## src/rtl/execute_div_mc.sv

```systemverilog
// Multi-cycle restoring divider for the execute stage (div, divu, rem, remu).
// Optional macro DIV_FAST_PATH_EN retires trivial divisions straight from IDLE.
package execute_div_mc_pkg;
  localparam int PACK_XLEN = 32;
  localparam int PHY_W     = 6;
  localparam int ROB_W     = 7;

  typedef enum logic [1:0] {
    DIV_OP_DIV  = 2'd0,
    DIV_OP_DIVU = 2'd1,
    DIV_OP_REM  = 2'd2,
    DIV_OP_REMU = 2'd3
  } div_op_t;

  typedef struct packed {
    div_op_t div_op;
  } sub_op_t;

  typedef enum logic [3:0] {
    instruction_address_misaligned = 4'd0,
    instruction_access_fault       = 4'd1,
    illegal_instruction            = 4'd2,
    breakpoint                     = 4'd3,
    load_address_misaligned        = 4'd4,
    load_access_fault              = 4'd5,
    store_address_misaligned       = 4'd6,
    store_access_fault             = 4'd7
  } riscv_exception_t;

  typedef struct packed {
    logic                   enable;
    logic                   valid;
    logic [31:0]            pc;
    logic [31:0]            inst;
    sub_op_t                sub_op;
    logic                   rd_enable;
    logic                   need_rename;
    logic [PHY_W-1:0]       rd_phy;
    logic [PACK_XLEN-1:0]   src1_value;
    logic [PACK_XLEN-1:0]   src2_value;
    logic                   has_exception;
    riscv_exception_t       exception_id;
    logic [ROB_W-1:0]       rob_id;
  } issue_execute_pack_t;

  typedef struct packed {
    logic                   enable;
    logic                   valid;
    logic [31:0]            pc;
    logic [31:0]            inst;
    logic                   rd_enable;
    logic                   need_rename;
    logic [PHY_W-1:0]       rd_phy;
    logic [PACK_XLEN-1:0]   rd_value;
    logic                   has_exception;
    riscv_exception_t       exception_id;
    logic [ROB_W-1:0]       rob_id;
  } execute_wb_pack_t;

  typedef struct packed {
    logic                   enable;
    logic [PHY_W-1:0]       phy_id;
    logic [PACK_XLEN-1:0]   value;
  } execute_feedback_channel_t;

  typedef struct packed {
    logic enable;
    logic flush;
  } commit_feedback_pack_t;
endpackage

module execute_div_mc
  import execute_div_mc_pkg::*;
#(
  parameter int XLEN           = 32,
  parameter int BITS_PER_CYCLE = 1
) (
  input  logic                      clk,
  input  logic                      rst,
  input  issue_execute_pack_t       issue_div_fifo_data_out,
  input  logic                      issue_div_fifo_data_out_valid,
  output logic                      issue_div_fifo_pop,
  output execute_wb_pack_t          div_wb_port_data_in,
  output logic                      div_wb_port_we,
  output logic                      div_wb_port_flush,
  output execute_feedback_channel_t div_execute_channel_feedback_pack,
  input  commit_feedback_pack_t     commit_feedback_pack,
  output logic                      div_busy
);
  localparam int ITERS = XLEN / BITS_PER_CYCLE;
  localparam int CNT_W = $clog2(ITERS + 1);
  localparam logic [CNT_W-1:0] LAST_ITER = CNT_W'(ITERS - 1);
  localparam logic [CNT_W-1:0] CNT_ZERO  = {CNT_W{1'b0}};
  localparam logic [CNT_W-1:0] CNT_ONE   = {{(CNT_W-1){1'b0}}, 1'b1};
  localparam logic [XLEN-1:0]  ZERO_X    = {XLEN{1'b0}};
  localparam logic [XLEN-1:0]  ONES_X    = {XLEN{1'b1}};
  localparam logic [XLEN-1:0]  ONE_X     = {{(XLEN-1){1'b0}}, 1'b1};
  localparam logic [XLEN-1:0]  MIN_X     = {1'b1, {(XLEN-1){1'b0}}};

  typedef enum logic [1:0] {
    S_IDLE = 2'd0,
    S_CALC = 2'd1,
    S_DONE = 2'd2
  } state_t;

  function automatic logic [XLEN-1:0] negate(input logic [XLEN-1:0] v);
    return ~v + ONE_X;
  endfunction

  state_t              state_r;
  state_t              state_next_s;
  issue_execute_pack_t pack_r;
  logic [CNT_W-1:0]    cnt_r;
  logic [XLEN-1:0]     quo_r;
  logic [XLEN-1:0]     rem_r;
  logic [XLEN-1:0]     dvs_r;
  logic                bypass_r;
  logic                dz_r;
  logic                ovf_r;
  logic                neg_q_r;
  logic                neg_r_r;

  logic                commit_flush_s;
  logic                pop_s;
  logic                head_signed_s;
  logic                head_neg_a_s;
  logic                head_neg_b_s;
  logic [XLEN-1:0]     head_abs_a_s;
  logic [XLEN-1:0]     head_abs_b_s;
  logic                head_dz_s;
  logic                head_ovf_s;
  logic                head_bypass_s;
  logic                head_fast_s;
  logic [XLEN-1:0]     step_quo_s;
  logic [XLEN-1:0]     step_rem_s;
  logic [XLEN:0]       trial_s;
  logic                is_rem_s;
  logic [XLEN-1:0]     result_s;
  logic                done_live_s;

  // Decode the fifo head: operand magnitudes, special cases and the pop strobe.
  always_comb begin
    commit_flush_s = commit_feedback_pack.enable & commit_feedback_pack.flush;
    pop_s          = (state_r == S_IDLE) & issue_div_fifo_data_out_valid & ~commit_flush_s & ~rst;
    head_signed_s  = (issue_div_fifo_data_out.sub_op.div_op == DIV_OP_DIV) |
                     (issue_div_fifo_data_out.sub_op.div_op == DIV_OP_REM);
    head_neg_a_s   = head_signed_s & issue_div_fifo_data_out.src1_value[XLEN-1];
    head_neg_b_s   = head_signed_s & issue_div_fifo_data_out.src2_value[XLEN-1];
    head_abs_a_s   = head_neg_a_s ? negate(issue_div_fifo_data_out.src1_value)
                                  : issue_div_fifo_data_out.src1_value;
    head_abs_b_s   = head_neg_b_s ? negate(issue_div_fifo_data_out.src2_value)
                                  : issue_div_fifo_data_out.src2_value;
    head_dz_s      = (issue_div_fifo_data_out.src2_value == ZERO_X);
    head_ovf_s     = head_signed_s & (issue_div_fifo_data_out.src1_value == MIN_X) &
                     (issue_div_fifo_data_out.src2_value == ONES_X);
    head_bypass_s  = ~issue_div_fifo_data_out.enable | ~issue_div_fifo_data_out.valid |
                     issue_div_fifo_data_out.has_exception;
`ifdef DIV_FAST_PATH_EN
    head_fast_s    = head_dz_s | head_ovf_s | (head_abs_a_s < head_abs_b_s);
`else
    head_fast_s    = 1'b0;
`endif
  end

  // Restoring division: BITS_PER_CYCLE shift/compare/subtract steps per clock.
  always_comb begin
    step_quo_s = quo_r;
    step_rem_s = rem_r;
    trial_s    = {(XLEN+1){1'b0}};
    for (int i = 0; i < BITS_PER_CYCLE; i++) begin
      trial_s    = {step_rem_s, step_quo_s[XLEN-1]};
      step_quo_s = {step_quo_s[XLEN-2:0], 1'b0};
      if (trial_s >= {1'b0, dvs_r}) begin
        trial_s       = trial_s - {1'b0, dvs_r};
        step_quo_s[0] = 1'b1;
      end else begin
        step_quo_s[0] = 1'b0;
      end
      step_rem_s = trial_s[XLEN-1:0];
    end
  end

  // State register.
  always_ff @(posedge clk or posedge rst) begin
    if (rst) begin
      state_r <= S_IDLE;
    end else begin
      state_r <= state_next_s;
    end
  end

  // Next-state logic; a commit flush overrides everything.
  always_comb begin
    state_next_s = state_r;
    if (commit_flush_s) begin
      state_next_s = S_IDLE;
    end else begin
      case (state_r)
        S_IDLE: begin
          if (pop_s) begin
            state_next_s = (head_bypass_s | head_fast_s) ? S_DONE : S_CALC;
          end else begin
            state_next_s = S_IDLE;
          end
        end
        S_CALC:  state_next_s = (cnt_r == LAST_ITER) ? S_DONE : S_CALC;
        S_DONE:  state_next_s = S_IDLE;
        default: state_next_s = S_IDLE;
      endcase
    end
  end

  // Operand latch on pop and iteration update while calculating.
  always_ff @(posedge clk or posedge rst) begin
    if (rst) begin
      pack_r   <= '0;
      cnt_r    <= CNT_ZERO;
      quo_r    <= ZERO_X;
      rem_r    <= ZERO_X;
      dvs_r    <= ZERO_X;
      bypass_r <= 1'b0;
      dz_r     <= 1'b0;
      ovf_r    <= 1'b0;
      neg_q_r  <= 1'b0;
      neg_r_r  <= 1'b0;
    end else if (pop_s) begin
      pack_r   <= issue_div_fifo_data_out;
      cnt_r    <= CNT_ZERO;
      bypass_r <= head_bypass_s;
      dz_r     <= head_dz_s;
      ovf_r    <= head_ovf_s;
      neg_q_r  <= head_neg_a_s ^ head_neg_b_s;
      neg_r_r  <= head_neg_a_s;
      dvs_r    <= head_abs_b_s;
      // Fast path leaves quotient 0 and the dividend magnitude as remainder.
      if (head_bypass_s) begin
        quo_r <= ZERO_X;
        rem_r <= ZERO_X;
      end else if (head_fast_s) begin
        quo_r <= ZERO_X;
        rem_r <= head_abs_a_s;
      end else begin
        quo_r <= head_abs_a_s;
        rem_r <= ZERO_X;
      end
    end else if (state_r == S_CALC) begin
      quo_r <= step_quo_s;
      rem_r <= step_rem_s;
      cnt_r <= cnt_r + CNT_ONE;
    end else begin
      cnt_r <= cnt_r;
    end
  end

  // Final result with sign correction and the divide-by-zero / overflow rules.
  always_comb begin
    is_rem_s = (pack_r.sub_op.div_op == DIV_OP_REM) | (pack_r.sub_op.div_op == DIV_OP_REMU);
    result_s = ZERO_X;
    if (bypass_r) begin
      result_s = ZERO_X;
    end else if (dz_r) begin
      result_s = is_rem_s ? pack_r.src1_value : ONES_X;
    end else if (ovf_r) begin
      result_s = is_rem_s ? ZERO_X : pack_r.src1_value;
    end else if (is_rem_s) begin
      result_s = neg_r_r ? negate(rem_r) : rem_r;
    end else begin
      result_s = neg_q_r ? negate(quo_r) : quo_r;
    end
  end

  // Outputs: writeback and bypass are live only in an unflushed DONE cycle.
  always_comb begin
    done_live_s        = (state_r == S_DONE) & ~commit_flush_s;
    issue_div_fifo_pop = pop_s;
    div_wb_port_we     = done_live_s;
    div_wb_port_flush  = commit_flush_s;
    div_busy           = (state_r != S_IDLE);

    div_wb_port_data_in               = '0;
    div_wb_port_data_in.enable        = done_live_s & pack_r.enable;
    div_wb_port_data_in.valid         = pack_r.valid;
    div_wb_port_data_in.pc            = pack_r.pc;
    div_wb_port_data_in.inst          = pack_r.inst;
    div_wb_port_data_in.rd_enable     = pack_r.rd_enable;
    div_wb_port_data_in.need_rename   = pack_r.need_rename;
    div_wb_port_data_in.rd_phy        = pack_r.rd_phy;
    div_wb_port_data_in.rd_value      = result_s;
    div_wb_port_data_in.has_exception = pack_r.has_exception;
    div_wb_port_data_in.exception_id  = pack_r.exception_id;
    div_wb_port_data_in.rob_id        = pack_r.rob_id;

    div_execute_channel_feedback_pack        = '0;
    div_execute_channel_feedback_pack.enable = done_live_s & pack_r.valid & pack_r.rd_enable &
                                               pack_r.need_rename & ~pack_r.has_exception;
    div_execute_channel_feedback_pack.phy_id = pack_r.rd_phy;
    div_execute_channel_feedback_pack.value  = result_s;
  end
endmodule

```

## config.mk

```make
export PLATFORM = sky130hd
export DESIGN_NAME = execute_div_mc
export DESIGN_NICKNAME = d
export VERILOG_FILES = /design/src/rtl/execute_div_mc.sv
export SDC_FILE = /design/constraint.sdc
export NUM_CORES = 1
export LEC_CHECK = 0
export CAP_MARGIN = 20
export CELL_PAD_IN_SITES_DETAIL_PLACEMENT = 2
export CELL_PAD_IN_SITES_GLOBAL_PLACEMENT = 2
export CORE_ASPECT_RATIO = 1.5
export CORE_MARGIN = 2
export CORE_UTILIZATION = 32
export DETAILED_ROUTE_END_ITERATION = 8
export HOLD_SLACK_MARGIN = 0.1
export MAX_ROUTING_LAYER = met4
export PLACE_DENSITY_LB_ADDON = 0.1
export RECOVER_POWER = 100
export SLEW_MARGIN = 15
export SYNTH_ARGS = -nofsm -noshare
export SYNTH_HDL_FRONTEND = slang
export SYNTH_SLANG_ARGS = --single-unit
export TNS_END_PERCENT = 5
```

## constraint.sdc

```tcl
create_clock -name clk -period 24.7 [get_ports clk]
set_input_delay 4.94 -clock clk [delete_from_list [all_inputs] [get_ports clk]]
set_output_delay 4.94 -clock clk [all_outputs]
set_load 0.01 [all_outputs]
```

-- Word-level counts from Yosys, hierarchy flattened
Cells that the tools add are included.
- register bits after elaboration: 229
- bits in latches: 0
- RAM bits: 0
- bits in read-only memories: 0
- input port bits: 157
- output and inout port bits: 161
- logic and storage cells: 94
- memories kept: 0
- add/subtract/negate cells: 6
- multiply operators: 0
- div/mod/pow operators: 0
- $lt $le $gt $ge: 1
- eq/ne operators: 8
- shifts and indexed selects: 0
- muxes and demuxes: 24
- bitwise operators: 28
- reduce and logical (&&, ||, !) cells: 5
- operators by type and width (cell ; count):
    32-bit 2-to-1 mux ; 16
    32-bit by 1-bit adder with 32-bit output, second input constant ; 4
    32-bit inverter ; 4
    32-bit == test, second input constant ; 2
    33-bit by 32-bit greater-or-equal comparator with 1-bit output ; 1
    32-bit zero test ; 1
    32-bit subtractor ; 1
    1-bit AND ; 14
    6-bit 2-to-1 mux ; 2
    2-bit == test, second input constant ; 4
    2-bit 2-to-1 mux ; 4
    6-bit by 1-bit adder with 6-bit output, second input constant ; 1
    6-bit by 5-bit == test with 1-bit output, second input constant ; 1
    1-bit inverter ; 5
    2-bit zero test ; 2
    1-bit bitwise OR ; 4
    2-bit case mux with 2 select lines ; 1
    2-bit nonzero test ; 2
    2-bit by 1-bit == test with 1-bit output, second input constant ; 1
    1-bit 2-to-1 mux ; 1
    1-bit XOR ; 1

-- Depth between registers and ports, before layout
Gate-level depths: netlist of run 1.
- depth in word-level cells: 7
- depth in mapped cells: 14
- gate-level depth less buffers: 13

-- Worst setup path after synthesis of run 1
No wires, ideal clock.
- path kind: input -> output
- from: in commit_feedback_pack[1] (netlist name)
- to: out issue_div_fifo_pop
- data arrival time: 6.170 ns
- required time: 19.760 ns
- slack: 13.590 ns
- cell stages on the path: 6
- buffers on the path: 2
- cells stage by stage: and2_1 -> nor2_1 -> nand2_1 -> clkinv_1 -> clkbuf_1 -> clkbuf_1
- cells in the longest elaborated chain, start to end: 4
- ends and longest elaborated chain (item ; RTL line ; source):
    start, declared ; 87 ; input commit_feedback_pack_t commit_feedback_pack,
    1-bit AND ; 143 ; commit_flush_s = commit_feedback_pack.enable & commit_feedback_pack.flush;
    1-bit inverter ; 144 ; pop_s = (state_r == S_IDLE) & issue_div_fifo_data_out_valid & ~commit_flush_s & ~rst;
    1-bit AND (2 in series) ; 144 ;
    end, declared ; 82 ; output logic issue_div_fifo_pop,
Every way passes these cells.

-- Worst setup path in the final report of run 1
- from: in commit_feedback_pack[0] (netlist name)
- to: out issue_div_fifo_pop
Same word-level chain as after synthesis.

==> results.sh, run 1 <==
export IMPL_worst_ep_required_time_ps=19760
export IMPL_grt_overflow=0
export IMPL_most_common_layout_cells="nand2_1, dfrtp_1, o21ai_0"
export IMPL_power_leakage_nw=8.77
export IMPL_tightest_slew_ps=4590
export IMPL_fp_dieH_um=272
export IMPL_synthFlopType="dfrtp_1"
export IMPL_h_tree_depth=1
export IMPL_route_detailed_drc=0
export IMPL_grt_pass1_wl_um=88500
export IMPL_drv_cap=10
export IMPL_clock_fmax_mhz=67.7
export IMPL_period_needed_ps=14780
export IMPL_critPathMaxStageDelay_ps=2260
export IMPL_die_area_um2=49700
export IMPL_dp_final_hpwl_um=41800
export IMPL_synthArstFlopShare_pct=100
export IMPL_synth_top_area_share_pct=37.2
export IMPL_hold_violations=0
export IMPL_cts_repair_resized=0
export IMPL_yosys_warnings=0
export IMPL_post_cts_buffers=0
export IMPL_die_w_um=183
export IMPL_finalHoldWorstSlack_ps=469
export IMPL_io_buffers=317
export IMPL_globalplace_congestion=0.889
export IMPL_yosys_cell_types_count=66
export IMPL_syn_area_um2=15300
export IMPL_synthTopCellsByArea="dfrtp_1, nand2_1, buf_4, o21ai_0, xnor2_1"
export IMPL_cpMostUsedCell="dlygate4sd3_1"
export IMPL_finalPower_mw=1.52
export IMPL_grt_pass1_vias=15700
export IMPL_syn_nets=2122
export IMPL_start_util_pct=32.3
export IMPL_track_usage_pct=23.1
export IMPL_cts_tree="yes"
export IMPL_finalCritPeriodShare_pct=59.8
export IMPL_cp_arrival_ps=9840
export IMPL_routedWlPerCell_um=21.0
export IMPL_path_cells="dlygate4sd3_1 > and2_0 > nor2_1 > nand2_1 > clkinvlp_2 > dlygate4sd3_1"
export IMPL_clock_sinks=228
export IMPL_final_setup_tns_ps=0
export IMPL_synth_edf_count=0
export IMPL_drtIter0Drc=541
export IMPL_io_pins=318
export IMPL_areaGrowthSynthToFinish_pct=23.8
export IMPL_cts_made_buffers=25
export IMPL_critical_path_buf_inv_count=3
export IMPL_vias_per_cell=5.30
export IMPL_cts_max_path_buffers=3
export IMPL_drtPass1Iterations=4
export IMPL_rows=98
export IMPL_syn_avg_cell_area_um2=7.96
export IMPL_detail_route_antenna_nets=0
export IMPL_power_density_nw_per_um2=80.2
export IMPL_syn_instance_count=1926
export IMPL_yosysSeqAreaShare_pct=37.2
export IMPL_crit_slowest_cell="clkinvlp_2"
export IMPL_postLayoutCoreUtil_pct=40.0
export IMPL_yosys_register_bits=228
export IMPL_clock_skew_ps=15.1
export IMPL_final_common_cell="nand2_1"
export IMPL_setup_viol=0
export IMPL_start_kind="input port"
export IMPL_crit_family="buffers and inverters"
export IMPL_root_buffer="clkbuf_16"
export IMPL_rsz0062_at_grt="false"
export IMPL_r2r_slack_ps=18040
export IMPL_cp_max_fo=66
export IMPL_outcome="finished with violations"
export IMPL_antenna_found_initial=1
export IMPL_final_max_slew_violation_count=684
export IMPL_cts_hold_buf=0
export IMPL_failed_checks="capacitance limit, slew limit"
export IMPL_critPathKind="in2out"
export IMPL_nets=2256
export IMPL_yosys_area_top_type="dfrtp_1"
export IMPL_holdCritPathClass="reg2reg"
export IMPL_num_vias=14200
export IMPL_drive_gt1_share_pct=3.85
export IMPL_grt_max_degree=102
export IMPL_slew_headroom_pct=-208
export IMPL_endpoint_kind="output port"
export IMPL_insertion_delay_ps=550
export IMPL_core_area_um2=47500
export IMPL_cts_clk_slew_worst_paths_ps=60
export IMPL_irDropWorstVdd_mv=0.0498
export IMPL_routed_wl_um=56300
where the power goes:
group | switching, mW | internal [mW] | leakage (nW)
registers | 0.0657 | 0.446 | 2.89
clock network | 0.169 | 0.256 | 0.456
logic | 0.335 | 0.252 | 5.42
worst paths after layout:
path / start / to / cells past startpoint
hold reg to reg: div_wb_port_data_in[90] / div_wb_port_data_in[90] / 2
max in group asynchronous: rst / pack_r[85] / 4
min in group asynchronous: rst / div_wb_port_data_in[115] / 2
setup reg to reg: state_r[1] / pack_r[48] / 6
setup / recovery: commit_feedback_pack[0] / issue_div_fifo_pop / 6
hold / removal: div_wb_port_data_in[90] / div_wb_port_data_in[90] / 2
sequential cells by signal, summed over array words and instances (netlist names):
signal	flops
cnt_r	6
bypass_r	1
neg_q_r	1
neg_r_r	1
state_r	2
div_execute_channel_feedback_pack	6
div_wb_port_data_in	79
rem_r	32
pack_r	34
dz_r	1
ovf_r	1
quo_r	32
dvs_r	32
cell usage after synthesis (all sizes together) (23+ instances only):
cell type,count
o21a,23
xnor2,77
clkbuf,99
inv,58
buf,130
xor2,75
o21ai,168
a21oi,101
o31ai,31
nand2,482
ha,38
mux2i,36
nor2,104
dfrtp,228
cell families (layout without fill, tap and decap cells):
kind of cell | Yosys count | after routing | share of synthesized area (%)
AND/OR/NAND/NOR | 729 | 729 | 20.2
AO/OA/AOI/OAI | 453 | 453 | 18.2
other | 0 | 2 | 0
XOR/XNOR | 152 | 152 | 8.68
flip-flops | 228 | 228 | 37.2
buffers and inverters | 288 | 441 | 10.1
adder cells (fa/ha/maj) | 39 | 39 | 3.23
multiplexers | 37 | 37 | 2.42
per-stage QoR:
step	cells	cell area [µm²]	setup slack, ps
3_5_place_dp	2632	18100	12360
6_report	2681	19000	9920
5_1_grt	2680	19000	8360
4_1_cts	2678	19000	12350
3_3_place_gp	2632	18100	12390
2_1_floorplan	1926	15300	13510
area by class of cell:
cell class | count | area (µm²)
inverter | 59 | 224
antenna | 2 | 5.00
tap | 600 | 751
timing repair buffer | 336 | 3290
fill | 5379 | 28500
sequential | 228 | 5710
multi-input combinational | 1410 | 8110
clock buffer | 33 | 716
clock inverter | 13 | 198
per-layer routing:
metal  global-route usage, %  part of all wire, %  vias up
met1                    25.8                   40     7129
met4                    8.85                  3.9        0
li1                        -                    -     6696
met2                    42.2                   53      298
met5                       -                    0        -
met3                    2.26                  3.2       90
worst register-to-register path, stage by stage, from the launching register on:
cell,delay [ps]
dfrtp_1,440
nor3b_1,250
nand2_1,340
clkinvlp_2,1780
clkbuf_1,2950
nand2_1,620
nand2_1,190
Note: power is estimated with default switching activity, not from simulation.
==> inputs of run 2 (changes only) <==
- CORE_UTILIZATION: 32 -> 30
- clock period: 24.7 -> 14.1 ns (I/O delays scaled with it)
==> run 2 against run 1 <==
The flow still finishes with violations (capacitance limit, slew limit). Sequential power up 76%. Utilization down 2.1 points. Combinational power up 74%. Wire length up 1.0%. Setup slack worse by 6200 ps. Sequential cell count unchanged. Final cell count up 2.6%. Design area up 0.92%. Sequential share of layout area down 0.27 points. Clock-buffer cell count up 1. Clock power up 89%. Power up 79%. Critical path type unchanged.
==> results.sh, run 2 (synthesis gave the netlist of run 1 again) <==
export IMPL_route_detailed_drc=0
export IMPL_cts_made_buffers=27
export IMPL_tightest_slew_ps=5190
export IMPL_clock_skew_ps=30.3
export IMPL_slew_headroom_pct=-248
export IMPL_post_cts_buffers=0
export IMPL_setup_viol=0
export IMPL_drtIter0Drc=480
export IMPL_num_vias=14100
export IMPL_worst_ep_required_time_ps=11280
export IMPL_routedWlPerCell_um=20.7
export IMPL_cts_repair_resized=0
export IMPL_finalCritPeriodShare_pct=73.3
export IMPL_seqPwrFrac_pct=33.1
export IMPL_holdCritPathClass="reg2reg"
export IMPL_switchingPower_mw=1.01
export IMPL_p_comb_share_pct=37.3
export IMPL_cts_clk_slew_worst_paths_ps=60
export IMPL_crit_slowest_cell="clkinvlp_2"
export IMPL_fin_ws_ps=3760
export IMPL_core_area_um2=50500
export IMPL_hold_violations=0
export IMPL_clock_fmax_mhz=96.7
export IMPL_cpMostUsedCell="dlygate4sd3_1"
export IMPL_failed_checks="capacitance limit, slew limit"
export IMPL_h_tree_depth=1
export IMPL_p_sw_share_pct=37.1
export IMPL_detail_route_antenna_nets=0
export IMPL_grt_overflow=0
export IMPL_globalplace_congestion=0.883
export IMPL_fp_dieH_um=281
export IMPL_most_common_layout_cells="nand2_1, dfrtp_1, o21ai_0"
export IMPL_path_cells="dlygate4sd3_1 > and2_0 > nor2_1 > nand2_4 > clkinvlp_2 > dlygate4sd3_1"
export IMPL_routed_wl_um=56900
export IMPL_root_buffer="clkbuf_16"
export IMPL_final_max_slew_violation_count=665
export IMPL_r2r_start="state_r[1]"
export IMPL_r2r_slack_ps=7220
export IMPL_finalPower_mw=2.72
export IMPL_io_pins=318
export IMPL_p_int_mw=1.71
export IMPL_areaGrowthSynthToFinish_pct=25.0
export IMPL_rsz0062_at_grt="false"
export IMPL_min_delay_start="div_wb_port_data_in[98]"
export IMPL_drive_gt1_share_pct=3.99
export IMPL_endpoint_kind="output port"
export IMPL_grt_pass1_wl_um=88600
export IMPL_start_kind="input port"
export IMPL_final_setup_tns_ps=0
export IMPL_grt_pass1_vias=15400
export IMPL_cts_hold_buf=0
export IMPL_grt_max_degree=110
export IMPL_track_usage_pct=21.8
export IMPL_startpoint="commit_feedback_pack[1]"
export IMPL_r2r_cells=7
export IMPL_period_needed_ps=10340
export IMPL_cts_max_path_buffers=3
export IMPL_outcome="finished with violations"
export IMPL_rr_endpoint="rem_r[23]"
export IMPL_rows=101
export IMPL_insertion_delay_ps=580
export IMPL_start_util_pct=30.3
export IMPL_power_frac_clock_pct=29.6
export IMPL_critical_path_buf_inv_count=3
export IMPL_critPathKind="in2out"
export IMPL_cts_tree="yes"
export IMPL_drv_cap=10
export IMPL_crit_family="buffers and inverters"
export IMPL_power_leakage_nw=8.79
export IMPL_dp_final_hpwl_um=42400
export IMPL_vias_per_cell=5.13
export IMPL_finalHoldWorstSlack_ps=470
export IMPL_final_common_cell="nand2_1"
export IMPL_cp_max_fo=79
export IMPL_nets=2256
export IMPL_min_path_cells=2
export IMPL_clock_sinks=228
export IMPL_irDropWorstVdd_mv=0.0881
export IMPL_largest_reg_flops=79
export IMPL_io_buffers=317
export IMPL_antenna_found_initial=1
export IMPL_die_w_um=189
export IMPL_power_density_nw_per_um2=142
export IMPL_die_area_um2=53000
export IMPL_cp_arrival_ps=7520
export IMPL_drtPass1Iterations=4
export IMPL_critPathMaxStageDelay_ps=2240
export IMPL_hold_end="div_wb_port_data_in[98]"
export IMPL_dp_slack_ps=6120
==> run 2: final cells by class <==
type / count / area, µm²
Clock inverter: 15 / 244
Sequential cell: 228 / 5710
Tap cell: 669 / 837
Timing Repair Buffer: 334 / 3270
Multi-Input combinational cell: 1410 / 8120
Clock buffer: 34 / 762
Fill cell: 5728 / 31400
Antenna cell: 1 / 2.50
Inverter: 59 / 224
==> run 2: how the worst max path moves through the flow <==
stage                              end  slack, ps  cells after the start
finish              issue_div_fifo_pop       3760                      6
global placement    issue_div_fifo_pop       6090                      5
global route        issue_div_fifo_pop       3230                      6
detailed placement  issue_div_fifo_pop       6120                      5
CTS                 issue_div_fifo_pop       6100                      6
floorplan                     bypass_r       5030                      1
==> run 2: power by group through the flow <==
stage	sequential (mW)	combinational, mW	clock, mW
floorplan	0.870	0.729	0
global placement	0.906	1.02	0
detailed placement	0.915	1.05	0
CTS	0.905	1.06	0.826
global route	0.923	1.13	0.851
finish	0.902	1.02	0.804
==> run 2: through the flow <==
step,std cells,util (%),area (µm²)
finish,2750,37.9,19200
global route,2749,37.9,19200
CTS,2749,38.0,19200
detailed placement,2700,36.0,18200
global placement,2700,36.0,18200
floorplan,1926,-,15300
==> run 2: routing by layer <==
layer | part of all wire (%) | GRT usage, % | up-vias
li1 | - | - | 6714
met5 | 0 | - | -
met4 | 3.3 | 7.13 | 0
met2 | 53 | 40.4 | 306
met3 | 3.2 | 1.89 | 73
met1 | 40 | 24.4 | 7002
==> run 2: worst register-to-register path, delay by kind of cell, from the launching register on <==
| family | cells | cell delay [ps] |
|---|---|---|
| AND/OR/NAND/NOR | 3 | 1230 |
| AO/OA/AOI/OAI | 2 | 570 |
| buffers and inverters | 2 | 4480 |
| flip-flops | 1 | 440 |
